### src/rtl/io_responder.sv
// io_responder: peripheral side of the CPU's memory-mapped IO port.
// Serves SW/BTN/LED/SEG registers, synchronises and debounces the switch bank
// and confirm button, and drives the LED bank and a 4-digit hex 7-seg display.
// Optional feature macro: IO_SEG_SCAN_EN enables the multiplexed 7-seg scan;
// without it the display is held dark while SEG stays readable/writable.
module io_responder #(
  parameter int DEBOUNCE_CYCLES = 20000,
  parameter int SCAN_DIV        = 50000
) (
  input  logic        clk,
  input  logic        rst,
  input  logic        io_read,
  input  logic        io_write,
  input  logic [7:0]  addr,
  input  logic [15:0] wdata,
  output logic [15:0] rdata,
  input  logic [15:0] sw_in,
  input  logic        btn_in,
  output logic [15:0] led_out,
  output logic [3:0]  seg_an,
  output logic [7:0]  seg_cat
);

  localparam logic [7:0] ADDR_SW  = 8'h00;
  localparam logic [7:0] ADDR_BTN = 8'h04;
  localparam logic [7:0] ADDR_LED = 8'h10;
  localparam logic [7:0] ADDR_SEG = 8'h14;

  localparam int              DB_W    = $clog2(DEBOUNCE_CYCLES);
  localparam logic [DB_W-1:0] DB_LAST = DB_W'(DEBOUNCE_CYCLES - 1);

  logic [15:0]     sw_s1, sw_s2, sw_prev, sw_db;
  logic [DB_W-1:0] sw_cnt;
  logic            btn_s1, btn_s2, btn_prev, btn_db;
  logic [DB_W-1:0] btn_cnt;
  logic            btn_flag;
  logic [15:0]     led_q, seg_q;
  logic            sw_commit, btn_commit, btn_rise, btn_rd;

  // A group commits when its sync value differs from the stable value, has not
  // changed since the previous edge, and has already been held long enough.
  assign sw_commit  = (sw_s2 != sw_db) && (sw_s2 == sw_prev) && (sw_cnt == DB_LAST);
  assign btn_commit = (btn_s2 != btn_db) && (btn_s2 == btn_prev) && (btn_cnt == DB_LAST);
  assign btn_rise   = btn_commit && btn_s2;
  assign btn_rd     = io_read && (addr == ADDR_BTN);

  // Two-flop synchronisers for the asynchronous board inputs.
  always_ff @(posedge clk) begin
    // NOTE: every register uses <= so all flops sample pre-edge values; a
    // blocking '=' here would collapse the two sync stages into one.
    if (!rst) begin
      sw_s1  <= '0;
      sw_s2  <= '0;
      btn_s1 <= 1'b0;
      btn_s2 <= 1'b0;
    end else begin
      sw_s1  <= sw_in;
      sw_s2  <= sw_s1;
      btn_s1 <= btn_in;
      btn_s2 <= btn_s1;
    end
  end

  // Switch-group debounce: count consecutive edges of an unchanged new value.
  always_ff @(posedge clk) begin
    if (!rst) begin
      sw_prev <= '0;
      sw_db   <= '0;
      sw_cnt  <= '0;
    end else begin
      sw_prev <= sw_s2;
      if (sw_s2 == sw_db) begin
        sw_cnt <= '0;
      end else if (sw_s2 != sw_prev) begin
        sw_cnt <= DB_W'(1);
      end else if (sw_commit) begin
        sw_db  <= sw_s2;
        sw_cnt <= '0;
      end else begin
        sw_cnt <= sw_cnt + 1'b1;
      end
    end
  end

  // Button debounce, same qualification rule as the switch group.
  always_ff @(posedge clk) begin
    if (!rst) begin
      btn_prev <= 1'b0;
      btn_db   <= 1'b0;
      btn_cnt  <= '0;
    end else begin
      btn_prev <= btn_s2;
      if (btn_s2 == btn_db) begin
        btn_cnt <= '0;
      end else if (btn_s2 != btn_prev) begin
        btn_cnt <= DB_W'(1);
      end else if (btn_commit) begin
        btn_db  <= btn_s2;
        btn_cnt <= '0;
      end else begin
        btn_cnt <= btn_cnt + 1'b1;
      end
    end
  end

  // Sticky press flag: a debounced rising edge beats a simultaneous read-clear.
  always_ff @(posedge clk) begin
    if (!rst) begin
      btn_flag <= 1'b0;
    end else if (btn_rise) begin
      btn_flag <= 1'b1;
    end else if (btn_rd) begin
      btn_flag <= 1'b0;
    end
  end

  // CPU-writable LED and SEG registers; other addresses ignore writes.
  always_ff @(posedge clk) begin
    if (!rst) begin
      led_q <= '0;
      seg_q <= '0;
    end else if (io_write) begin
      if (addr == ADDR_LED) led_q <= wdata;
      if (addr == ADDR_SEG) seg_q <= wdata;
    end
  end

  // Zero-latency read mux, driven whenever an address is presented.
  always_comb begin
    // NOTE: default first so every path assigns rdata and no latch is inferred.
    rdata = '0;
    case (addr)
      ADDR_SW:  rdata = sw_db;
      ADDR_BTN: rdata = {15'b0, btn_flag};
      ADDR_LED: rdata = led_q;
      ADDR_SEG: rdata = seg_q;
      default:  rdata = '0;
    endcase
  end

  assign led_out = led_q;

`ifdef IO_SEG_SCAN_EN
  localparam int              SC_W    = (SCAN_DIV > 1) ? $clog2(SCAN_DIV) : 1;
  localparam logic [SC_W-1:0] SC_LAST = SC_W'(SCAN_DIV - 1);

  logic [SC_W-1:0] scan_cnt;
  logic [1:0]      digit;
  logic [3:0]      nibble;

  function automatic logic [6:0] hex7(input logic [3:0] v);
    case (v)
      4'h0: hex7 = 7'h40;  4'h1: hex7 = 7'h79;  4'h2: hex7 = 7'h24;  4'h3: hex7 = 7'h30;
      4'h4: hex7 = 7'h19;  4'h5: hex7 = 7'h12;  4'h6: hex7 = 7'h02;  4'h7: hex7 = 7'h78;
      4'h8: hex7 = 7'h00;  4'h9: hex7 = 7'h10;  4'hA: hex7 = 7'h08;  4'hB: hex7 = 7'h03;
      4'hC: hex7 = 7'h46;  4'hD: hex7 = 7'h21;  4'hE: hex7 = 7'h06;  default: hex7 = 7'h0E;
    endcase
  endfunction

  // Digit scan: hold each digit SCAN_DIV cycles, then move to the next one.
  always_ff @(posedge clk) begin
    if (!rst) begin
      scan_cnt <= '0;
      digit    <= 2'd0;
    end else if (scan_cnt == SC_LAST) begin
      scan_cnt <= '0;
      digit    <= digit + 2'd1;
    end else begin
      scan_cnt <= scan_cnt + 1'b1;
    end
  end

  // Active-low anode select and segment decode for the lit digit, dp off.
  always_comb begin
    nibble  = seg_q[{digit, 2'b00} +: 4];
    seg_an  = ~(4'b0001 << digit);
    seg_cat = {1'b1, hex7(nibble)};
  end
`else
  assign seg_an  = 4'b1111;
  assign seg_cat = 8'hFF;
`endif

endmodule
### config.mk
export PLATFORM = sky130hd
export DESIGN_NAME = io_responder
export DESIGN_NICKNAME = d
export VERILOG_FILES = /design/src/rtl/io_responder.sv
export SDC_FILE = /design/constraint.sdc
export NUM_CORES = 1
export LEC_CHECK = 0
export ABC_AREA = 1
export BUFFER_PORTS_ARGS = -buffer_cell sky130_fd_sc_hd__buf_4
export CORE_ASPECT_RATIO = 1.2
export CORE_UTILIZATION = 45
export CTS_BUF_LIST = sky130_fd_sc_hd__clkbuf_2 sky130_fd_sc_hd__clkbuf_4 sky130_fd_sc_hd__clkbuf_8
export CTS_CLUSTER_DIAMETER = 150
export DETAILED_ROUTE_END_ITERATION = 8
export MAX_ROUTING_LAYER = met4
export PLACE_DENSITY = 0.65
export SLEW_MARGIN = 20
export SYNTH_ARGS = -nofsm -noshare
export SYNTH_HDL_FRONTEND = slang
export SYNTH_SLANG_ARGS = --single-unit
### constraint.sdc
create_clock -name clk -period 2.4 [get_ports clk]
set_input_delay 0.12 -clock clk [delete_from_list [all_inputs] [get_ports clk]]
set_output_delay 0.12 -clock clk [all_outputs]
set_load 0.02 [all_outputs]
; Yosys cells after proc, flatten, opt, wreduce, memory -nomap -nowiden
; Cells that the tools add are included.
[op_classes]
add_sub_neg = 2
eq_ne = 13
muxes = 7
n_bitwise = 5
n_reduce_logical = 16
[ops]
columns = operator, n
row1 = 16-bit case mux with 4 select lines, 1
row2 = 16-bit == test, 2
row3 = 16-bit != test, 2
row4 = 15-bit by 1-bit adder with 15-bit output (second input constant), 2
row5 = 15-bit == test (second input constant), 2
row6 = 8-bit by 5-bit == test with 1-bit output (second input constant), 2
row7 = 8-bit by 3-bit == test with 1-bit output (second input constant), 1
row8 = 8-bit logical NOT, 1
row9 = 4-bit OR reduction, 2
row10 = 1-bit logical AND, 6
row11 = 1-bit two-way mux, 6
row12 = 3-bit AND reduction, 2
row13 = 1-bit inverter, 5
row14 = 2-bit AND reduction, 2
row15 = 2-bit OR reduction, 2
row16 = 1-bit == test, 2
row17 = 1-bit != test, 2
row18 = 2-bit nonzero test, 1
[totals]
reg_bits = 131
in_bits = 45
output_inout_bits = 44
word_cells = 58

; Logic depth before layout (Yosys ltp)
; Gate-level depths: netlist of the first run.
[logic_depth]
ltp_word = 5
mapped_depth = 12
depth_no_buf = 11

; Worst setup path after synthesis of the first run
; No wires, ideal clock.
[synth_path]
path_type = reg-to-reg
startpoint = register sw_cnt[0]
endpoint = register sw_db[7]
setup_time_ps = 113
arrival_time_ps = 1411
required_ps = 2287
setup_slack_ps = 876
path_stages_with_launch = 8
n_path_buf = 1
synth_period_minus_slack_ps = 1524
cell_sequence = dfxtp_1 -> ha_1 -> nand3_1 -> nor3_2 -> buf_2 -> nand4_1 -> nand2_1 -> nor2_1
[synth_between]
elab_chain_cells = 3
[synth_rtl]
columns = element, line_no
row1 = start: declaration, 33  ; logic [DB_W-1:0] sw_cnt;
row2 = start signal: assignment, 80  ; sw_cnt <= sw_cnt + 1'b1;
row3 = 15-bit == test, 42  ; assign sw_commit = (sw_s2 != sw_db) && (sw_s2 == sw_prev) && (sw_cnt == DB_LAST);
row4 = 1-bit logical AND, 42
row5 = 3-bit AND reduction (no line), -
row6 = end signal: assignment, 77  ; sw_db <= sw_s2;
row7 = end: declaration, 32  ; logic [15:0] sw_s1, sw_s2, sw_prev, sw_db;
; Every way passes these cells.
; A chain may end at the register's enable or synchronous reset.

; Worst setup path in the final report of the first run
[layout_path]
startpoint = input port addr[3]
endpoint = output port rdata[12]
[layout_between]
elab_chain_cells = 2
word_cells_on_any_way = 5
cone_classes = 3 x eq/ne / 1 x mux / 1 x reduce/logical
[layout_rtl]
columns = element, line_no
row1 = start: declaration, 14  ; input logic [7:0] addr,
row2 = 8-bit by 5-bit == test with 1-bit output (tied with other cells), 132  ; case (addr)
row3 = 16-bit case mux with 4 select lines (*), 132
row4 = end: declaration, 16  ; output logic [15:0] rdata,
; Every way passes the cells marked *; elsewhere a longest branch is shown, timed or not.

==> out/qor.yml, run 1 <==
clock_tree:
  cts_buffer_depth: 2
  cts-root-buf: "clkbuf_8"
  cts-htree-levels: 4
  cts.sinks: 131
  cts_tree: "built"
  cts_made_buffers: 17
  clk_pin_slew_ns: 0.07
  clkLatencyLatePin_ns: 0.45
finish:
  fill_cells: 1259
  syn_to_final_growth_pct: 23.8
  layout-drive-gt1-share: 0.170
  n_antenna_cell: 0
  num-nets-final: 978
  fin_cells: 1107
worst_setup_path:
  worst-r2r-cell-count: 11
  crit_path_start_kind: "input pin"
  crit_type: "in -> out"
  endpoint_kind: "output port"
  cp_max_fo: 15
  worstPathArrival_ns: 1.99
  critPathRequiredTime_ns: 2.28
floorplan:
  io_pins: 89
  die_x_microns: 107
  initial_utilization: 0.465
  rows: 45
  dieArea_sq_um: 13600
  fp.dieH_microns: 128
  core_area_sq_um: 12700
detailed_routing:
  routed_wl_microns: 13000
  dr.pass1.iters: 4
  final_antenna_net_count: 0
  dr.first_iter.drc_count: 216
  vias: 5108
  wire_per_inst_microns: 11.8
  drc: 0
  viasPerCell: 4.61
synthesis:
  synth.most_common_cell: "nand2_1"
  synth_seq_cells: 131
  ys.flop_type: "dfxtp_1"
  yosysWarnings: 0
  synth_area_leaders: "dfxtp_1 44%, nand2_1 13%, inv_1 8.4%, nor2_1 6.7%, nand4_1 2.4%"
  ys_seq_area_frac: 0.443
  syn-cell-area_sq_um: 5920
  synthTopCellsByCount: "207 x nand2_1, 133 x inv_1, 131 x dfxtp_1"
  syn_avg_cell_area_sq_um: 7.19
  yosysTopAreaCellShare: 0.443
  async_flop_share: 0
  yosysTopAreaCell: "dfxtp_1"
  yosysUniqueCellTypes: 40
  syn_inst: 823
  synth_edf_count: 0
sta:
  slew_headroom: 0.589
  fmax_mhz: 473
  final_hold_viol_count: 0
  worstMarginPinSlew_ns: 0.615
  slew_viol_final: 0
  setup_tns_ns: 0
  finalClockSkew_ns: 0.00976
  whs_ns: 0.0603
  setup_viol: 0
  period_share: 0.881
  period_minus_slack_ns: 2.11
  rsz0062_at_grt: "false"
global_route:
  grtUsageTotal: 0.214
  grtUsageMet3: 0.0488
  met1_usage: 0.250
  grt_pass1_vias: 4899
  grt_overflow: 0
  antenna_found_initial: 0
  grt_max_degree: 41
  grt_use_met2: 0.353
  grt_pass1_wl_microns: 22500
  grt.busiest_layer: "met2"
status:
  status: "complete, no violations"
placement:
  dp.cells: 1042
  routabilityCongestion: 0.797
  dp_hpwl_microns: 9060
  io_buffer_count: 76
job:
  max_cap_violations: 0
min_path:
  hold_path_class: "in -> reg"
  min_path_cells: 5
power_and_ir_drop:
  total_power_uw: 4690
  peakVddDrop_mv: 0.335
  p_leak_uw: 0.00339
  power.density_nw_per_um2: 640
-- routing by layer --
layer / vias up / wire, microns / part of all wire
met5: - / 0 / 0
met4: 0 / 361 / 0.028
met3: 24 / 536 / 0.041
met2: 97 / 6430 / 0.49
met1: 2266 / 5710 / 0.44
li1: 2721 / - / -
-- power breakdown --
part           internal, uW  switching, uW
sequential             2210           25.3
clock                  1290            839
combinational           147            182
-- per-stage QoR --
step                      worst slack, ns   util  area (sq um)
after floorplan                     0.876      -          5960
after global placement              0.258  0.514          6540
after detailed placement            0.286  0.514          6540
after CTS                           0.279  0.576          7330
after global routing                0.229  0.576          7330
final                               0.286  0.576          7330
-- worst max-delay path, stage by stage --
cell	delay, ns
buf_4	0.12
nor4_2	0.57
nand2_1	0.54
o221ai_1	0.44
buf_4	0.21
-- registers in the layout, summed over array words and instances, names as in the netlist --
| signal | cells |
|---|---|
| btn_flag | 1 |
| btn_s2 | 1 |
| btn_cnt | 15 |
| btn_db | 1 |
| sw_s2 | 16 |
| btn_prev | 1 |
| sw_s1 | 16 |
| sw_db | 16 |
| sw_cnt | 15 |
| btn_s1 | 1 |
| seg_q | 16 |
| sw_prev | 16 |
| led_out | 16 |
-- worst paths after layout --
kind                              from               endpoint  slack, ns
setup reg to reg  sw_s2[15]$_SDFF_PN0_  sw_cnt[13]$_SDFF_PP0_       0.64
hold reg to reg   sw_s1[11]$_SDFF_PN0_   sw_s2[11]$_SDFF_PN0_       0.41
setup / recovery               addr[3]              rdata[12]       0.29
hold / removal                 addr[0]  btn_flag$_SDFFE_PN0P_       0.06
-- final cells by class --
cell class	instances	area (sq um)	area share
inverter	144	546	0.0744
multi-input combinational	522	2560	0.349
tap	164	205	0.0280
clock inverter	10	181	0.0248
sequential	131	2620	0.358
timing repair buffer	115	948	0.129
clock buffer	21	270	0.0369
-- cells in the final DEF (no fill, tap or decap), types with 11 or more instances in the layout --
cell,netlist,layout
nand3_1,19,19
nor2_1,105,105
a21oi_1,24,24
xor2_1,15,15
clkbuf_8,0,18
nand4_1,23,23
dfxtp_1,131,131
dlygate4sd3_1,0,34
o21ai_0,25,25
nand2_1,207,207
o221ai_1,15,15
buf_4,14,81
xnor2_1,11,11
inv_1,133,133
nor2_2,21,21
conb_1,1,12
-- what timing repair did --
action                                 CTS  global route
endpoints found under the hold margin   49             0
hold buffers                            34             0
gates resized for setup                  0             0
setup buffers                            0             0
-- cells by family (layout without fill, tap and decap cells) --
logic type	after synthesis	after routing	share of synthesized area
AND/OR/NAND/NOR	405	405	0.305
buffers and inverters	181	290	0.132
flip-flops	131	131	0.443
AO/OA/AOI/OAI	77	77	0.0761
XOR/XNOR	26	26	0.0385
adder cells (fa/ha/maj)	2	2	0.00423
other	1	12	0.000633
No activity file was read; power rests on OpenSTA's default activity.
==> run 2, diff against run 1 <==
PLACE_DENSITY = 0.68   (was 0.65)
SLEW_MARGIN = not set   (was 20)
clock period = 1.7 ns   (was 2.4 ns; I/O delays follow)
==> run 2 against run 1 <==
  * Clock skew about the same
  * Clock power increased by 23%
  * First-iteration DRC count increased by 18%
  * Cell area increased by 2.8%
  * Via count unchanged
  * Critical path depth increased by 3
  * Clock-buffer cell count decreased by 1
  * Sequential cell count unchanged
  * Global-route usage decreased by 0.60 points
  * Hold slack got worse by 0.0082 ns
  * Utilization increased by 1.6 points
  * Critical path type is now reg -> reg
  * Largest power group unchanged
  * Highest routed layer unchanged
==> out/qor.yml, run 2 (synthesis results as in run 1) <==
worst_setup_path:
  worst-r2r-cell-count: 8  # was 11
  crit_path_start_kind: "flip-flop"  # was input pin
  cp_max_fo: 3  # was 15
  crit_path_max_incr_delay_ns: 0.34  # was 0.57 ns
  crit_type: "reg -> reg"  # was in -> out
  r2r_setup_slack_ns: 0.13  # was 0.64 ns
  worstPathArrival_ns: 1.90  # was 1.99 ns
  endpoint_kind: "flip-flop"  # was output port
  timing.rr.start: "sw_cnt[1]$_SDFF_PP0_"  # was sw_s2[15]$_SDFF_PN0_
  cp_top_family: "simple AND/OR/NAND/NOR gates"  # unchanged
  cp_cell_sequence: "ha_2 > nand4_1 > nor2_2 > nand4_1 > nor2_1 > nand2_1 > nor3_1 > nor2_1"  # was buf_4 > nor4_2 > nand2_1 > o221ai_1 > buf_4
  critPathRequiredTime_ns: 2.04  # was 2.28 ns
  cp_slowest_cell: "dfxtp_1"  # was nor4_2
  reg2reg_to: "sw_cnt[14]$_SDFF_PP0_"  # was sw_cnt[13]$_SDFF_PP0_
  critPathBufInv: 0  # was 2
power_and_ir_drop:
  power.density_nw_per_um2: 834  # was 640 nW/um^2
  power_switching_uw: 1510  # was 1050 uW
  p_clk_frac: 0.418  # was 0.453
  cell_internal_pwr_uw: 4770  # was 3650 uW
  switching_share: 0.240  # was 0.223
  pwr-share-comb: 0.079  # was 0.070
  pwr-share-seq: 0.503  # was 0.477
  p_leak_uw: 0.00346  # was 0.00339 uW
  peakVddDrop_mv: 0.629  # was 0.335 mV
status:
  status: "complete, no violations"  # unchanged
detailed_routing:
  wire_per_inst_microns: 11.5  # was 11.8 microns
  vias: 5108  # unchanged
  dr.first_iter.drc_count: 254  # was 216
  final_antenna_net_count: 0  # unchanged
  drc: 0  # unchanged
  routed_wl_microns: 12900  # was 13000 microns
  viasPerCell: 4.54  # was 4.61
  dr.pass1.iters: 5  # was 4
global_route:
  grt_overflow: 0  # unchanged
  grt_pass1_vias: 4678  # was 4899
  antenna_found_initial: 0  # unchanged
  grt_max_degree: 33  # was 41
  grt_pass1_wl_microns: 21500  # was 22500 microns
  grtUsageTotal: 0.208  # was 0.214
placement:
  place_area_sq_um: 6710  # was 6540 sq um
  io_buffer_count: 76  # unchanged
  routabilityCongestion: 0.805  # was 0.797
  dp_hpwl_microns: 9070  # was 9060 microns
clock_tree:
  cts-htree-levels: 4  # unchanged
  cts_made_buffers: 17  # unchanged
  cts_buffer_depth: 2  # unchanged
  cts-root-buf: "clkbuf_8"  # unchanged
  cts.sinks: 131  # unchanged
  cts_tree: "built"  # unchanged
  clkLatencyLatePin_ns: 0.44  # was 0.45 ns
  clk_pin_slew_ns: 0.07  # about the same
  post_cts_buffers: 0  # unchanged
floorplan:
  rows: 45  # unchanged
  die_x_microns: 107  # unchanged
  core_area_sq_um: 12700  # unchanged
  io_pins: 89  # unchanged
  fp.dieH_microns: 128  # unchanged
  dieArea_sq_um: 13600  # unchanged
  initial_utilization: 0.465  # unchanged
finish:
  num-nets-final: 994  # was 978
  n_antenna_cell: 0  # unchanged
  layout-drive-gt1-share: 0.206  # was 0.170
  mostFrequentLayoutCell: "nand2_1"  # unchanged
  syn_to_final_growth_pct: 27.3  # was 23.8%
  design_area_sq_um: 7530  # was 7330 sq um
  layout_common_cells: "207 x nand2_1, 132 x inv_1, 121 x dfxtp_1, 99 x nor2_1, 90 x buf_4"  # was 207 x nand2_1, 133 x inv_1, 131 x dfxtp_1, 105 x nor2_1, 81 x buf_4
sta:
  setup_viol: 0  # unchanged
  final_hold_viol_count: 0  # unchanged
  slew_viol_final: 0  # unchanged
  finalClockSkew_ns: 0.00952  # was 0.00976 ns
  period_minus_slack_ns: 1.57
  period_share: 0.921
  setup_tns_ns: 0  # unchanged
  fmax_mhz: 639
min_path:
  hp-start: "rst"  # was addr[0]
  min_path_cells: 3  # was 5
  hold_path_class: "in -> reg"  # unchanged
  hold_path_end: "sw_s1[7]$_SDFF_PN0_"  # was btn_flag$_SDFFE_PN0P_
job:
  max_cap_violations: 0  # unchanged
run 2: cell count changes in the layout (fill, tap and decap cells not counted), sizes merged:
| cell | previous run | this run |
|---|---|---|
| clkinv | 5 | 8 |
| inv | 143 | 144 |
| clkinvlp | 1 | 2 |
| buf | 81 | 96 |
| bufinv | 5 | 2 |
run 2: metrics by stage:
step	cells	setup slack [ns]	total power, uW	hold slack (ns)	utilization
after CTS	1123	0.00996	6350	0.0247	0.586
after global routing	1124	-0.0102	6550	0.0383	0.592
final	1124	0.135	6280	0.0520	0.592
after floorplan	834	0.176	3510	0.183	-
after detailed placement	1057	0.0160	3660	0.269	0.528
after global placement	1057	0.0430	3650	0.266	0.528
run 2: worst max path at each step:
| stage | startpoint | end | slack, ns | cells past startpoint |
|---|---|---|---|---|
| after floorplan | sw_cnt[0]$_SDFF_PP0_ | sw_db[7]$_SDFFE_PN0P_ | 0.18 | 7 |
| after global placement | sw_cnt[1]$_SDFF_PP0_ | sw_cnt[13]$_SDFF_PP0_ | 0.04 | 7 |
| after detailed placement | sw_db[8]$_SDFFE_PN0P_ | sw_cnt[13]$_SDFF_PP0_ | 0.02 | 11 |
| after CTS | sw_cnt[1]$_SDFF_PP0_ | sw_cnt[13]$_SDFF_PP0_ | 0.01 | 7 |
| after global routing | sw_cnt[1]$_SDFF_PP0_ | sw_cnt[14]$_SDFF_PP0_ | -0.01 | 9 |
| final | sw_cnt[1]$_SDFF_PP0_ | sw_cnt[14]$_SDFF_PP0_ | 0.13 | 8 |
run 2: repair_timing:
action,CTS,global route
endpoints found under the setup margin,0,32
gates resized for setup,0,23
hold endpoints to repair,50,0
hold buffers,34,0
run 2: area by class of cell:
| type | count | area (sq um) |
|---|---|---|
| multi-input combinational | 522 | 2590 |
| tap | 164 | 205 |
| clock buffer | 20 | 275 |
| timing repair buffer | 131 | 1150 |
| sequential | 131 | 2640 |
| clock inverter | 12 | 130 |
| inverter | 144 | 548 |
| fill | 1209 | 5190 |
run 2: power by group through the flow:
stage / Combinational, uW / Clock [uW] / Sequential [uW]
floorplan: 291 / 0 / 3220
global placement: 426 / 0 / 3230
detailed placement: 431 / 0 / 3230
CTS: 493 / 2700 / 3160
global route: 550 / 2840 / 3160
finish: 497 / 2630 / 3160
run 2: worst register-to-register path, cell delays in order (launching register included):
cell and delay, ns:
dfxtp_1 0.34, ha_2 0.20, nand4_1 0.18, nor2_2 0.23
nand4_1 0.13, nor2_1 0.11, nand2_1 0.08, nor3_1 0.14
nor2_1 0.06
run 2: per-layer routing:
layer  global-route usage  wire length (microns)  vias up
li1                     -                      -     2750
met1                0.234                   5680     2233
met2                0.354                   6430      108
met3               0.0564                    599       17
met4               0.0757                    242        0
met5                    -                      0        -
